--- src/rtl/pe_window_feeder.sv ---
// Window feeder for the convolution PE: latches a packed 3x3 window and
// streams it tap by tap, each pixel paired with its filter weight.
//
// state  | meaning
// -------+-------------------------------------------------------------
// IDLE   | no window in flight; ready to accept; weight writes allowed
// STREAM | issuing tap k of the latched window; ready again on last tap
module pe_window_feeder #(
   parameter int DATA_W = 8,
   parameter int TAPS   = 9,
   parameter int IDX_W  = 4
) (
   input  logic                   clk,
   input  logic                   rst,
   input  logic                   wgt_wr_en,
   input  logic [IDX_W-1:0]       wgt_addr,
   input  logic [DATA_W-1:0]      wgt_data,
   input  logic                   win_valid,
   output logic                   win_ready,
   input  logic [TAPS*DATA_W-1:0] win_data,
   output logic [DATA_W-1:0]      pe_in,
   output logic [DATA_W-1:0]      pe_filter,
   output logic                   pe_en,
   output logic                   pe_start,
   output logic                   pe_last,
   output logic                   busy,
   output logic                   wgt_err,
   output logic [15:0]            win_cnt
);

   typedef enum logic {IDLE, STREAM} state_t;

   localparam logic [IDX_W-1:0] LAST_TAP = IDX_W'(TAPS - 1);
   localparam logic [IDX_W-1:0] ONE      = IDX_W'(1);

   state_t                  state_q, state_d;
   logic [IDX_W-1:0]        k_q, k_d;
   logic                    at_last;
   logic                    accept;
   logic                    wgt_in_range;
   logic                    wgt_we;
   logic                    wgt_drop;
   logic [TAPS*DATA_W-1:0]  win_q;
   logic [DATA_W-1:0]       wgt_q [TAPS];
   logic [DATA_W-1:0]       tap_pix;
   logic [DATA_W-1:0]       tap_wgt;

   always_ff @(posedge clk or negedge rst) begin
      if (!rst) begin
         state_q <= IDLE;
         k_q     <= '0;
      end else begin
         state_q <= state_d;
         k_q     <= k_d;
      end
   end

   always_comb begin
      at_last   = (state_q == STREAM) && (k_q == LAST_TAP);
      win_ready = (state_q == IDLE) || at_last;
      accept    = win_valid && win_ready;
      state_d   = state_q;
      k_d       = k_q;
      case (state_q)
         IDLE: begin
            if (accept) begin
               state_d = STREAM;
               k_d     = '0;
            end
         end
         STREAM: begin
            if (k_q == LAST_TAP) begin
               k_d = '0;
               if (!accept) state_d = IDLE;
            end else begin
               k_d = k_q + ONE;
            end
         end
         default: begin
            state_d = IDLE;
            k_d     = '0;
         end
      endcase
   end

   assign busy = (state_q == STREAM);

   // Weights are frozen from the accept edge through the last tap, so a
   // window always sees a single consistent filter.
   always_comb begin
      wgt_in_range = (wgt_addr <= LAST_TAP);
      wgt_we       = wgt_wr_en && wgt_in_range && (state_q == IDLE) && !accept;
      wgt_drop     = wgt_wr_en && wgt_in_range && ((state_q == STREAM) || accept);
   end

   always_ff @(posedge clk or negedge rst) begin
      if (!rst) begin
         for (int i = 0; i < TAPS; i++) wgt_q[i] <= '0;
      end else begin
         for (int i = 0; i < TAPS; i++) begin
            if (wgt_we && (wgt_addr == IDX_W'(i))) wgt_q[i] <= wgt_data;
         end
      end
   end

   always_ff @(posedge clk or negedge rst) begin
      if (!rst) begin
         wgt_err <= 1'b0;
      end else if (wgt_drop) begin
         wgt_err <= 1'b1;
      end
   end

   always_ff @(posedge clk or negedge rst) begin
      if (!rst) begin
         win_q <= '0;
      end else if (accept) begin
         win_q <= win_data;
      end
   end

   always_comb begin
      tap_pix = '0;
      tap_wgt = '0;
      for (int i = 0; i < TAPS; i++) begin
         if (k_q == IDX_W'(i)) begin
            tap_pix = win_q[i*DATA_W +: DATA_W];
            tap_wgt = wgt_q[i];
         end
      end
   end

   // On a no-bubble handover win_q is reloaded at the same edge that issues
   // the last tap; the issue path still sees the old window.
   always_ff @(posedge clk or negedge rst) begin
      if (!rst) begin
         pe_in     <= '0;
         pe_filter <= '0;
         pe_en     <= 1'b0;
         pe_start  <= 1'b0;
         pe_last   <= 1'b0;
      end else if (state_q == STREAM) begin
         pe_in     <= tap_pix;
         pe_filter <= tap_wgt;
         pe_en     <= 1'b1;
         pe_start  <= (k_q == '0);
         pe_last   <= (k_q == LAST_TAP);
      end else begin
         pe_in     <= '0;
         pe_filter <= '0;
         pe_en     <= 1'b0;
         pe_start  <= 1'b0;
         pe_last   <= 1'b0;
      end
   end

   always_ff @(posedge clk or negedge rst) begin
      if (!rst) begin
         win_cnt <= '0;
      end else if (at_last) begin
         win_cnt <= win_cnt + 16'd1;
      end
   end

endmodule

--- config.mk ---
export PLATFORM = sky130hd
export DESIGN_NAME = pe_window_feeder
export DESIGN_NICKNAME = d
export VERILOG_FILES = /design/src/rtl/pe_window_feeder.sv
export SDC_FILE = /design/constraint.sdc
export NUM_CORES = 1
export LEC_CHECK = 0
export CAP_MARGIN = 5
export CORE_MARGIN = 8
export CORE_UTILIZATION = 53
export DETAILED_ROUTE_END_ITERATION = 12
export HOLD_SLACK_MARGIN = 0.02
export PLACE_DENSITY = 0.83
export SLEW_MARGIN = 20
export SYNTH_ARGS = -nofsm -noshare
export SYNTH_HDL_FRONTEND = slang
export SYNTH_SLANG_ARGS = --single-unit
--- constraint.sdc ---
create_clock -name clk -period 4.8 [get_ports clk]
set_clock_uncertainty 0.2 [all_clocks]
set_input_delay 1.2 -clock clk [delete_from_list [all_inputs] [get_ports clk]]
set_output_delay 1.2 -clock clk [all_outputs]
set_load 0.02 [all_outputs]
==> run summary <==
### STA
* final worst hold slack: 0.2787 ns
* # setup viols final: 0
* maximum frequency from static timing analysis: 250.3 MHz
* pin slew with the least headroom to its limit: 0.8944 ns
* final-report hold violation count: 0
* post-route fraction of the period consumed by the critical path: 83.24%
* setup repair after global routing missed its margin: no
* Rel. slew slack: 40.38%
* Slew Viols, Final: 0
* shortest period the worst path allows: 3.995 ns
* Setup TNS: 0 ns

### Clock network
* TritonCTS clock tree: yes
* clk buf depth: 2
* number of post-CTS setup repair buffers: 0
* clock insertion delay at the later pin of the skew report: 0.43 ns
* CTS sink count: 185
* CTS H-Tree Depth: 4
* clock transition time at the flip-flop clock pins of the worst setup and hold paths: 0.07 ns
* CTS-repair resized insts: 0
* CTS Buf Count: 17
* root cell of the clock tree: sky130_fd_sc_hd__clkbuf_16
* hold buffer count at CTS: 0

### Power and ir drop
* Overall Power: 6095 uW
* Max rail drop VDD: 0.3808 mV
* power per cell area: 571.7 mW/mm^2
* Lkg Pwr: 0.004750 uW

### Setup path
* crit path max fanout: 28
* CP Data Required Time: 3.40 ns
* category of the critical setup timing path: reg -> out
* critical path launch point type: flop
* arrival time worst endpoint: 2.60 ns
* endpoint type of the worst setup path: output port

### Yosys
* commonest register cell after synthesis: sky130_fd_sc_hd__dfrtp_1
* share of the synthesized area in the top cell type: 52.71%
* synthesis warning total: 0
* sequential cell area fraction in the yosys report: 52.71%
* number of synthesized flops with an enable pin: 0
* combined area of all synthesized cells: 0.008783 mm^2
* most used standard cell by instance count after synthesis: sky130_fd_sc_hd__dfrtp_1
* register bit count reported by yosys: 185
* most numerous cell types in the synthesized netlist: sky130_fd_sc_hd__dfrtp_1, sky130_fd_sc_hd__mux2_2, sky130_fd_sc_hd__mux2_4, sky130_fd_sc_hd__a21oi_1, sky130_fd_sc_hd__nor2b_1
* biggest area contributors in the synthesized netlist: sky130_fd_sc_hd__dfrtp_1, sky130_fd_sc_hd__mux2_4, sky130_fd_sc_hd__mux2_2
* count of different cell masters after synthesis: 59
* async set-or-reset flop fraction in the synthesized netlist: 100.0%
* post-synth net total: 753
* Post-Synthesis Mean Instance Area: 13.31 um^2
* dominant cell type by area after synthesis: sky130_fd_sc_hd__dfrtp_1
* Mapped Cells: 660

### Final layout
* Filler Cells Inserted: 1142
* layout overhead on the synthesized area: 21.38%
* number of antenna cells inserted: 0
* share of cells above drive strength 1: 27.11%
* net count reported at finish: 862

### GRT
* global-route wire length before repair: 34570 um
* initial antenna violation count: 0
* All-Layer GR Usage: 21.53%
* number of global-route vias before repair: 6267
* total congestion overflow after global routing: 0
* largest net degree at the start of global routing: 85

### Detailed routing
* Vias/cell: 6.013
* Vias: 6025
* total wirelength of the detailed-routed design: 21950 um
* Routed Antenna Nets: 0
* routed length per instance: 21.91 um
* drt initial violations: 404
* number of iterations in the first detailed-routing pass: 5
* remaining routing DRC violations: 0

### Floorplanning
* Starting Density: 53.53%
* vertical die dimension: 144.7 um
* IO Count: 126
* standard-cell rows: 47
* area of the core: 0.01641 mm^2
* Die Footprint: 0.02095 mm^2
* Die Width: 144.7 um

### Place
* number of port buffers: 125
* final estimated routing congestion in global placement: 0.8334
* post-DP HPWL: 14960 um

### Worst hold path
* worst min-delay path class: reg -> reg

### Outcome
* status: finished clean

### Job
* max-cap viol count: 0

kinds of logic after synthesis:
kind of cell,share of synthesized area (%)
buf+inv,4.245
flops,52.71
mux,21.45
simple gates,8.861
fa+ha+maj,0.7123
compound gates,10.43
xor+xnor,1.595
flip-flops by register name, indices dropped and copies added (netlist names):
register / count
busy: 1
k_q: 4
pe_en: 1
pe_filter: 8
pe_in: 8
pe_last: 1
pe_start: 1
wgt_err: 1
wgt_q: 72
win_cnt: 16
win_q: 72
metrics by stage:
stage / setup slack [ns] / cell area (um^2) / instances / utilization (%)
after floorplan: 2.140 / 8783 / 660 / -
after global placement: 1.343 / 10060 / 970 / 61.34
after detailed placement: 1.251 / 10070 / 970 / 61.36
after CTS: 0.8609 / 10660 / 1002 / 64.97
after global routing: 0.7052 / 10660 / 1002 / 64.98
final: 0.8047 / 10660 / 1002 / 64.98
where the power goes:
part           internal (uW)  switching [uW]
clock network            802             608
registers               2000             313
logic                   1200            1170
total                   4010            2090
placed cells by master (no fill, tap or decap), types with 12 or more instances in the layout:
cell	n
sky130_fd_sc_hd__clkdlybuf4s50_1	124
sky130_fd_sc_hd__a21oi_1	27
sky130_fd_sc_hd__a221oi_1	19
sky130_fd_sc_hd__clkbuf_16	17
sky130_fd_sc_hd__nand3_1	18
sky130_fd_sc_hd__nor2_1	16
sky130_fd_sc_hd__a22oi_1	16
sky130_fd_sc_hd__a32oi_1	12
sky130_fd_sc_hd__nand2_1	14
sky130_fd_sc_hd__o32a_1	13
sky130_fd_sc_hd__or2_2	13
sky130_fd_sc_hd__o21ai_0	16
sky130_fd_sc_hd__dfrtp_1	185
sky130_fd_sc_hd__mux2_4	70
sky130_fd_sc_hd__mux2_2	73
sky130_fd_sc_hd__nor2b_1	25
final timing paths:
path / startpoint / end / slack (ns) / cells past startpoint
max in group asynchronous: rst / wgt_q[32]$_DFFE_PN0P_ / 2.74 / 2
worst max-delay path: k_q[3]$_DFFE_PN0P_ / win_ready / 0.80 / 4
worst min register to register: win_cnt[15]$_DFFE_PN0P_ / win_cnt[15]$_DFFE_PN0P_ / 0.28 / 1
min in group asynchronous: rst / win_q[7]$_DFFE_PN0P_ / 0.60 / 1
worst max register to register: k_q[3]$_DFFE_PN0P_ / win_q[13]$_DFFE_PN0P_ / 1.55 / 6
worst min-delay path: win_cnt[15]$_DFFE_PN0P_ / win_cnt[15]$_DFFE_PN0P_ / 0.28 / 1
layer usage:
metal | track usage [%] | share of wire [%]
met3 | 4.134 | 7.0
met4 | 10.08 | 3.1
met1 | 27.82 | 41
met5 | 0 | 0
met2 | 34.43 | 49
worst max-delay path, cell delays in order (launching register included):
cell and delay [ns]:
sky130_fd_sc_hd__dfrtp_1 0.93, sky130_fd_sc_hd__nand3b_1 0.16, sky130_fd_sc_hd__and2_4 0.31, sky130_fd_sc_hd__inv_6 0.13, sky130_fd_sc_hd__clkdlybuf4s50_1 0.63
final cells by class:
class	count	area, um^2	share of cell area (%)
Sequential cell	185	4629	43.42
Multi-Input combinational cell	422	3786	35.51
Timing Repair Buffer	136	1348	12.64
Clock buffer	20	456.7	4.284
Tap cell	220	275.3	2.582
Clock inverter	12	135.1	1.267
Inverter	7	31.28	0.2934
Power figures use the tool's default switching activity.
